File: src/rtl/multi_channel_clock_divider.sv
// Multi-channel runtime-programmable clock divider with period-boundary updates.
// Ports: clk_in/reset, enable/divisor/sync per channel in; clk_out/tick/running out.
module multi_channel_clock_divider #(
   parameter int NUM_CH = 2,
   parameter int WIDTH  = 8
) (
   input  logic                      clk_in,
   input  logic                      reset,
   input  logic [NUM_CH-1:0]         enable,
   input  logic [NUM_CH*WIDTH-1:0]   divisor,
   input  logic                      sync,
   output logic [NUM_CH-1:0]         clk_out,
   output logic [NUM_CH-1:0]         tick,
   output logic [NUM_CH-1:0]         running
);

   localparam int W1 = WIDTH + 1;

   typedef enum logic {
      ST_IDLE = 1'b0,
      ST_RUN  = 1'b1
   } state_e;

   for (genvar c = 0; c < NUM_CH; c++) begin : g_ch
      state_e           st_q, st_d;
      logic [WIDTH-1:0] d_q, d_d;
      logic [WIDTH-1:0] cnt_q, cnt_d;
      logic             clk_q, clk_d;
      logic             tick_q, tick_d;

      logic [WIDTH-1:0] div;
      logic             start_ok;
      logic             boundary;
      logic             reload;
      logic [W1-1:0]    half;
      logic [W1-1:0]    cnt_nx;

      assign div      = divisor[c*WIDTH +: WIDTH];
      assign start_ok = enable[c] && (div >= WIDTH'(2));
      // Only meaningful while running, where D >= 2 holds.
      assign boundary = (cnt_q == d_q - WIDTH'(1));
      // High phase length ceil(D/2), one extra bit so D = 2^WIDTH-1 fits.
      assign half     = ({1'b0, d_q} + W1'(1)) >> 1;
      assign cnt_nx   = {1'b0, cnt_q} + W1'(1);
      // Divisor/enable are only looked at when idle, at a boundary or on sync.
      assign reload   = sync || (st_q == ST_IDLE) || boundary;

      always_comb begin
         st_d   = st_q;
         d_d    = d_q;
         cnt_d  = cnt_q;
         clk_d  = clk_q;
         tick_d = 1'b0;
         if (reload) begin
            if (start_ok) begin
               st_d   = ST_RUN;
               d_d    = div;
               cnt_d  = '0;
               clk_d  = 1'b1;
               tick_d = 1'b1;
            end else begin
               st_d  = ST_IDLE;
               cnt_d = '0;
               clk_d = 1'b0;
            end
         end else begin
            cnt_d = cnt_nx[WIDTH-1:0];
            clk_d = (cnt_nx < half);
         end
      end

      always_ff @(posedge clk_in or posedge reset) begin
         if (reset) begin
            st_q   <= ST_IDLE;
            d_q    <= '0;
            cnt_q  <= '0;
            clk_q  <= 1'b0;
            tick_q <= 1'b0;
         end else begin
            st_q   <= st_d;
            d_q    <= d_d;
            cnt_q  <= cnt_d;
            clk_q  <= clk_d;
            tick_q <= tick_d;
         end
      end

      assign clk_out[c] = clk_q;
      assign tick[c]    = tick_q;
      assign running[c] = (st_q == ST_RUN);
   end

endmodule

File: config.mk
export PLATFORM = sky130hd
export DESIGN_NAME = multi_channel_clock_divider
export DESIGN_NICKNAME = d
export VERILOG_FILES = /design/src/rtl/multi_channel_clock_divider.sv
export SDC_FILE = /design/constraint.sdc
export NUM_CORES = 1
export LEC_CHECK = 0
export ABC_AREA = 1
export BUFFER_PORTS_ARGS = -buffer_cell sky130_fd_sc_hd__buf_2
export CORE_ASPECT_RATIO = 1.4
export CORE_MARGIN = 1.5
export CORE_UTILIZATION = 25
export CTS_CLUSTER_SIZE = 12
export DETAILED_ROUTE_END_ITERATION = 8
export GPL_ROUTABILITY_DRIVEN = 0
export PLACE_DENSITY = 0.49
export RECOVER_POWER = 25
export SLEW_MARGIN = 20
export SYNTH_ARGS = -nofsm -noshare
export SYNTH_HDL_FRONTEND = slang
export SYNTH_SLANG_ARGS = --single-unit
File: constraint.sdc
create_clock -name clk_in -period 2.4 [get_ports clk_in]
set_input_delay 0.12 -clock clk_in [delete_from_list [all_inputs] [get_ports clk_in]]
set_output_delay 0.12 -clock clk_in [all_outputs]
set_load 0.01 [all_outputs]
==> results of run 1 <==
-- metal layers --
| metal | vias up | GRT usage [%] | part of all wire (%) |
|---|---|---|---|
| met5 | - | 0 | 0 |
| met4 | 0 | 3.86 | 2.4 |
| met3 | 13 | 2.31 | 2.5 |
| met2 | 31 | 22.6 | 54 |
| met1 | 1114 | 12.1 | 41 |
| li1 | 1271 | - | - |
-- final cells by class --
type | instances | area (µm²)
inverter | 49 | 184
sequential | 38 | 951
timing repair buffer | 36 | 205
fill | 1229 | 8050
tap | 144 | 180
clock buffer | 6 | 139
multi-input combinational | 285 | 1620
clock inverter | 2 | 12.5
-- worst reg2reg max path: stages, from the launching register on --
cell,delay [ns]
dfrtp_1,0.38
inv_1,0.10
nor3_1,0.30
nand3_1,0.15
nand3b_1,0.19
xor2_1,0.16
ha_1,0.31
a21oi_1,0.13
nand3b_1,0.11
nand3_1,0.08
nor2_1,0.10
nand3_1,0.07
nand2_1,0.07
-- how the worst max path moves through the flow --
stage / from / endpoint / slack [ns] / cells past startpoint
floorplan: g_ch[1].d_q[0]$_DFFE_PP0P_ / g_ch[1].clk_q$_DFF_PP0_ / 0.37 / 12
global placement: g_ch[0].cnt_q[0]$_DFF_PP0_ / g_ch[0].clk_q$_DFF_PP0_ / 0.18 / 15
detailed placement: g_ch[0].cnt_q[0]$_DFF_PP0_ / g_ch[0].clk_q$_DFF_PP0_ / 0.17 / 15
CTS: g_ch[0].cnt_q[0]$_DFF_PP0_ / g_ch[0].clk_q$_DFF_PP0_ / 0.14 / 15
global route: g_ch[0].d_q[0]$_DFFE_PP0P_ / g_ch[0].clk_q$_DFF_PP0_ / 0.008 / 12
finish: g_ch[0].d_q[0]$_DFFE_PP0P_ / g_ch[0].clk_q$_DFF_PP0_ / 0.18 / 12
-- power by group through the flow --
| stage | combinational, mW | clock (mW) | sequential [mW] |
|---|---|---|---|
| after floorplan | 0.474 | 0 | 0.749 |
| after global placement | 0.536 | 0 | 0.799 |
| after detailed placement | 0.540 | 0 | 0.800 |
| after CTS | 0.543 | 0.704 | 0.788 |
| after global routing | 0.618 | 0.736 | 0.797 |
| final | 0.534 | 0.675 | 0.787 |
-- repair_timing --
item | in CTS | in global routing
resized for setup | 0 | 2
buffers inserted | 0 | 0
setup endpoints to repair | 0 | 2
-- sequential cells by signal, indices dropped and copies added (netlist names) --
signal	count
g_ch.tick_q	2
g_ch.clk_q	2
g_ch.d_q	16
g_ch.cnt_q	16
g_ch.st_q	2
-- stage by stage --
step,cell area [µm²],utilization (%),instances
after global routing,3290,29.0,560
final,3290,29.0,560
after CTS,3290,29.0,560
after floorplan,2910,-,392
after detailed placement,3130,27.6,552
after global placement,3130,27.6,552
-- cells by family (layout without fill, tap and decap cells) --
group | after synthesis | count (layout) | share of synthesized area, %
fa+ha+maj | 20 | 20 | 8.61
buf+inv | 69 | 93 | 11.8
flops | 38 | 38 | 32.7
simple gates | 216 | 216 | 33.4
xor+xnor | 32 | 32 | 10.1
compound gates | 17 | 17 | 3.40
-- placed cells by master, fill, tap and decap left out, types with 2 or more instances in the layout --
cell type | Yosys | routed
a21oi_1 | 9 | 9
buf_2 | 6 | 26
buf_4 | 6 | 10
clkbuf_16 | 0 | 5
dfrtp_1 | 38 | 38
ha_1 | 20 | 20
inv_1 | 42 | 42
inv_2 | 7 | 7
nand2_1 | 93 | 93
nand2_2 | 2 | 2
nand2_4 | 2 | 2
nand3_1 | 29 | 29
nand3_2 | 3 | 3
nand3b_1 | 4 | 4
nand4_1 | 10 | 10
nor2_1 | 54 | 53
nor2_2 | 3 | 4
nor3_1 | 9 | 8
nor3_2 | 1 | 2
nor4_1 | 2 | 2
o21ai_0 | 4 | 4
xnor2_1 | 8 | 8
xor2_1 | 23 | 23
==> reports/qor.csv, run 1 <==
metric,value,unit
status,"complete, no violations",
most common cell in the netlist,nand2_1,
Gate power share,26.7,%
crit-path max FO,5,
number of global-route vias before repair,2455,
post-DR wirelength/cell,11.8,µm
largest net degree at the start of global routing,23,
DIE HEIGHT,131,µm
Synth area leaders,"dfrtp_1, nand2_1, ha_1, nor2_1, xor2_1",
Clock Sinks,38,
"Largest stage delay, worst path",0.38,ns
Buf/Inv on CP,1,
R2R Path Start,g_ch[0].d_q[0]$_DFFE_PP0P_,
family with the most delay on the worst path,simple AND/OR/NAND/NOR gates,
area of the die,12300,µm²
Post-synth ARST share,100,%
Post-synth EDFFs,0,
Max IR drop VDD,232,µV
synth unique cells,33,
worst relative slew slack,43.3,%
NetSw,662,µW
Slowest cell on crit path,dfrtp_1,
Seq pwr share,39.4,%
I/O Pins,27,
Layout Skew,0.00326,ns
Setup CP Type,register to register,
top cell type's share of synthesized area,32.7,%
Leakage,1.66,nW
Cells after Synth,392,
power density cells,606,nW/µm²
"Clk pin slew, worst setup/hold paths",0.06,ns
Final ANT Viol Nets,0,
Max Fclk,451,MHz
CP Data Arrival Time,2.43,ns
first-pass iteration count of the detailed router,4,
GR Overflow Total,0,
Die Width,94.2,µm
worst reg2reg path depth,12,
post-DP HPWL,5370,µm
Initial DRC Count,86,
Clock power frac,33.8,%
Post-synth top cells,"nand2_1, nor2_1, inv_1",
Post-Route WL,6600,µm
via count,2429,
Clock Latency Late Sink,0.28,ns
mapped cell area,2910,µm²
setup violators final,0,
Ant. Diodes,0,
worst hold path type,primary input to asynchronous set/reset pin,
Tightest Pin Transition,0.850,ns
Final Hold Fails,0,
Synth warnings,0,
Syn Area/Cell,7.42,µm²
total global-route track usage,11.6,%
proportion of layout cells with a drive suffix above 1,15.9,%
"setup slack, reg-to-reg",0.18,ns
CTS tree,built,
Layout area overhead,13.3,%
drt drc,0,
worst path required time,2.62,ns
Internal,1.33,mW
Sw Share,33.2,%
sequential fraction of the synthesis area,32.7,%
startpoint types,register,
CTS max path bufs,2,
Yosys reg bits,38,
first-pass GRT wire length,11100,µm
max-slew violations,0,
setup TNS,0,ns
crit path cell chain,inv_1 > nor3_1 > nand3_1 > nand3b_1 > xor2_1 > ha_1 > a21oi_1 > nand3b_1 > nand3_1 > nor2_1 > nand3_1 > nand2_1,
Final min period,2.22,ns
number of antenna violations at the first check in global routing,0,
Core ar.,11300,µm²
nets,456,
Final Cycle Share,92.4,%
H-tree levels,2,
final worst slack,0.182,ns
Max Cap Viol,0,
hold_ws,0.00950,ns
num rows,46,
Via density,4.34,
Crit Reg-Reg Endpoint,g_ch[0].clk_q$_DFF_PP0_,
dominant cell type by area after synthesis,dfrtp_1,
DP Worst Slack,0.166,ns
crit-path most repeated cell,nand3_1,
initial core utilization,25.6,%
Synth Flop Type,dfrtp_1,
Synthesized Nets,433,
CTS root buffer,clkbuf_16,
RSZ-0062 raised after global routing,false,
total power,2.00,mW
CTS Hold Bufs,0,
# port buffers,26,
crit end category,register,
CTS buffer count,5,
Note: power is estimated with default switching activity, not from simulation.
==> run 2, diff against run 1 <==
CORE_ASPECT_RATIO = not set   (was 1.4)
GPL_TIMING_DRIVEN = 1   (was not set)
==> reports/qor.csv, run 2 (synthesis gave the netlist of run 1 again) <==
metric,value,unit,change
drt drc,0,,unchanged
Tightest Pin Transition,1.01,ns,was 0.850 ns
"setup slack, reg-to-reg",0.15,ns,was 0.18 ns
H-tree levels,2,,unchanged
total global-route track usage,10.8,%,was 11.6%
Via density,4.31,,was 4.34
post-DR wirelength/cell,11.4,µm,was 11.8 µm
CTS tree,built,,unchanged
Die Width,111,µm,was 94.2 µm
worst hold path endpoint,g_ch[1].d_q[0]$_DFFE_PP0P_,,
max-slew violations,0,,unchanged
Final Core Density,29.4,%,was 29.0%
nets,459,,was 456
Post-Route WL,6390,µm,was 6600 µm
most common library cell in the layout ignoring fill and taps,nand2_1,,unchanged
worst reg2reg path depth,12,,unchanged
"Clk pin slew, worst setup/hold paths",0.06,ns,about the same
Hold Crit Start,divisor[8],,
first-pass iteration count of the detailed router,4,,unchanged
final worst slack,0.145,ns,was 0.182 ns
Layout area overhead,15.0,%,was 13.3%
Final min period,2.25,ns,was 2.22 ns
GR Overflow Total,0,,unchanged
fillers,1237,,was 1229
initial core utilization,25.6,%,about the same
Final Cycle Share,94.0,%,was 92.4%
Max IR drop VDD,280,µV,was 232 µV
area of the die,12300,µm²,about the same
crit end category,register,,unchanged
setup violators final,0,,unchanged
Final ANT Viol Nets,0,,unchanged
Clock Latency Late Sink,0.29,ns,was 0.28 ns
CP Data Arrival Time,2.48,ns,was 2.43 ns
Ant. Diodes,0,,unchanged
num rows,39,,was 46
number of global-route vias before repair,2268,,was 2455
CTS max path bufs,2,,unchanged
number of antenna violations at the first check in global routing,0,,unchanged
crit-path max FO,5,,unchanged
I/O Pins,27,,unchanged
Setup CP Type,register to register,,unchanged
Layout Skew,0.00663,ns,was 0.00326 ns
worst hold path type,primary input to register,,was primary input to asynchronous set/reset pin
Core ar.,11400,µm²,was 11300 µm²
Final Non-Filler Cells,562,,was 560
power density cells,599,nW/µm²,was 606 nW/µm²
first-pass GRT wire length,10900,µm,was 11100 µm
Final Hold Fails,0,,unchanged
placed insts,549,,was 552
worst path required time,2.62,ns,about the same
# port buffers,26,,unchanged
CTS buffer count,5,,unchanged
post-DP HPWL,4900,µm,was 5370 µm
worst relative slew slack,33.0,%,was 43.3%
DP Worst Slack,0.118,ns,was 0.166 ns
Initial DRC Count,138,,was 86
startpoint types,register,,unchanged
DIE HEIGHT,111,µm,was 131 µm
Max Fclk,443,MHz,was 451 MHz
R2R Path Start,g_ch[0].d_q[0]$_DFFE_PP0P_,,unchanged
status,"complete, no violations",,unchanged
proportion of layout cells with a drive suffix above 1,16.2,%,was 15.9%
hold_ws,0.0681,ns,was 0.00950 ns
Leakage,1.66,nW,about the same
Top Registers,"g_ch.cnt_q: 16 flops, g_ch.d_q: 16 flops",,unchanged
Min-Delay Path Depth,3,,
Crit Reg-Reg Endpoint,g_ch[0].clk_q$_DFF_PP0_,,unchanged
CTS root buffer,clkbuf_16,,unchanged
Max Cap Viol,0,,unchanged
largest net degree at the start of global routing,39,,was 23
"commonest non-fill, non-tap cells in the layout","nand2_1, nor2_1, inv_1",,unchanged
via count,2423,,was 2429
Clock Sinks,38,,unchanged
## run 2: power breakdown
part           leakage, nW  internal [mW]  total [mW]  switching, mW
Sequential           0.488          0.699       0.788         0.0887
Combinational         1.10          0.221       0.539          0.318
Clock               0.0739          0.412       0.675          0.263
## run 2: area by class of cell
type,instances,area (µm²),share of cell area [%]
clock buffer,7,143,4.26
timing repair buffer,39,220,6.58
inverter,49,184,5.50
tap,143,179,5.35
clock inverter,1,5.00,0.150
multi-input combinational,285,1660,49.7
sequential,38,951,28.4
## run 2: how the worst max path moves through the flow
stage / from / endpoint / slack (ns) / depth (start not counted)
final: g_ch[0].d_q[0]$_DFFE_PP0P_ / g_ch[0].clk_q$_DFF_PP0_ / 0.15 / 12
after global routing: g_ch[0].d_q[0]$_DFFE_PP0P_ / g_ch[0].clk_q$_DFF_PP0_ / -0.03 / 12
after CTS: g_ch[0].d_q[0]$_DFFE_PP0P_ / g_ch[0].clk_q$_DFF_PP0_ / 0.10 / 12
after detailed placement: g_ch[0].d_q[0]$_DFFE_PP0P_ / g_ch[0].clk_q$_DFF_PP0_ / 0.12 / 12
after global placement: g_ch[0].d_q[0]$_DFFE_PP0P_ / g_ch[0].clk_q$_DFF_PP0_ / 0.17 / 12
after floorplan: g_ch[1].d_q[0]$_DFFE_PP0P_ / g_ch[1].clk_q$_DFF_PP0_ / 0.37 / 12
## run 2: through the flow
step / TNS (ns) / total power [mW] / cell area, µm²
after floorplan: 0 / 1.22 / 2910
after global placement: 0 / 1.32 / 3120
after detailed placement: 0 / 1.33 / 3120
after CTS: 0 / 2.02 / 3280
after global routing: -0.0255 / 2.15 / 3340
final: 0 / 2.00 / 3340
## run 2: timing repair
item                                   in CTS  in global routing
endpoints found under the hold margin      38                  0
gates resized for setup                     0                 12
hold buffers                                1                  0
setup endpoints to repair                   0                  2
setup buffers                               0                  4
## run 2: critical path, stage by stage (launching register included)
cell and delay (ns):
dfrtp_1 0.40, inv_1 0.12, nor3_2 0.25, nand3_1 0.15, nand3b_1 0.20, xor2_1 0.25, ha_4 0.25, a21oi_1 0.13
nand3b_1 0.12, nand3_1 0.09, nor2_1 0.09, nand3_1 0.07, nand2_1 0.08
## run 2: layer usage
metal / vias to the layer above / track usage [%] / wire, µm
met3: 7 / 1.26 / 115
met2: 24 / 17.5 / 2900
li1: 1278 / - / -
met5: - / 0 / 0
met1: 1114 / 14.8 / 3270
met4: 0 / 4.10 / 107
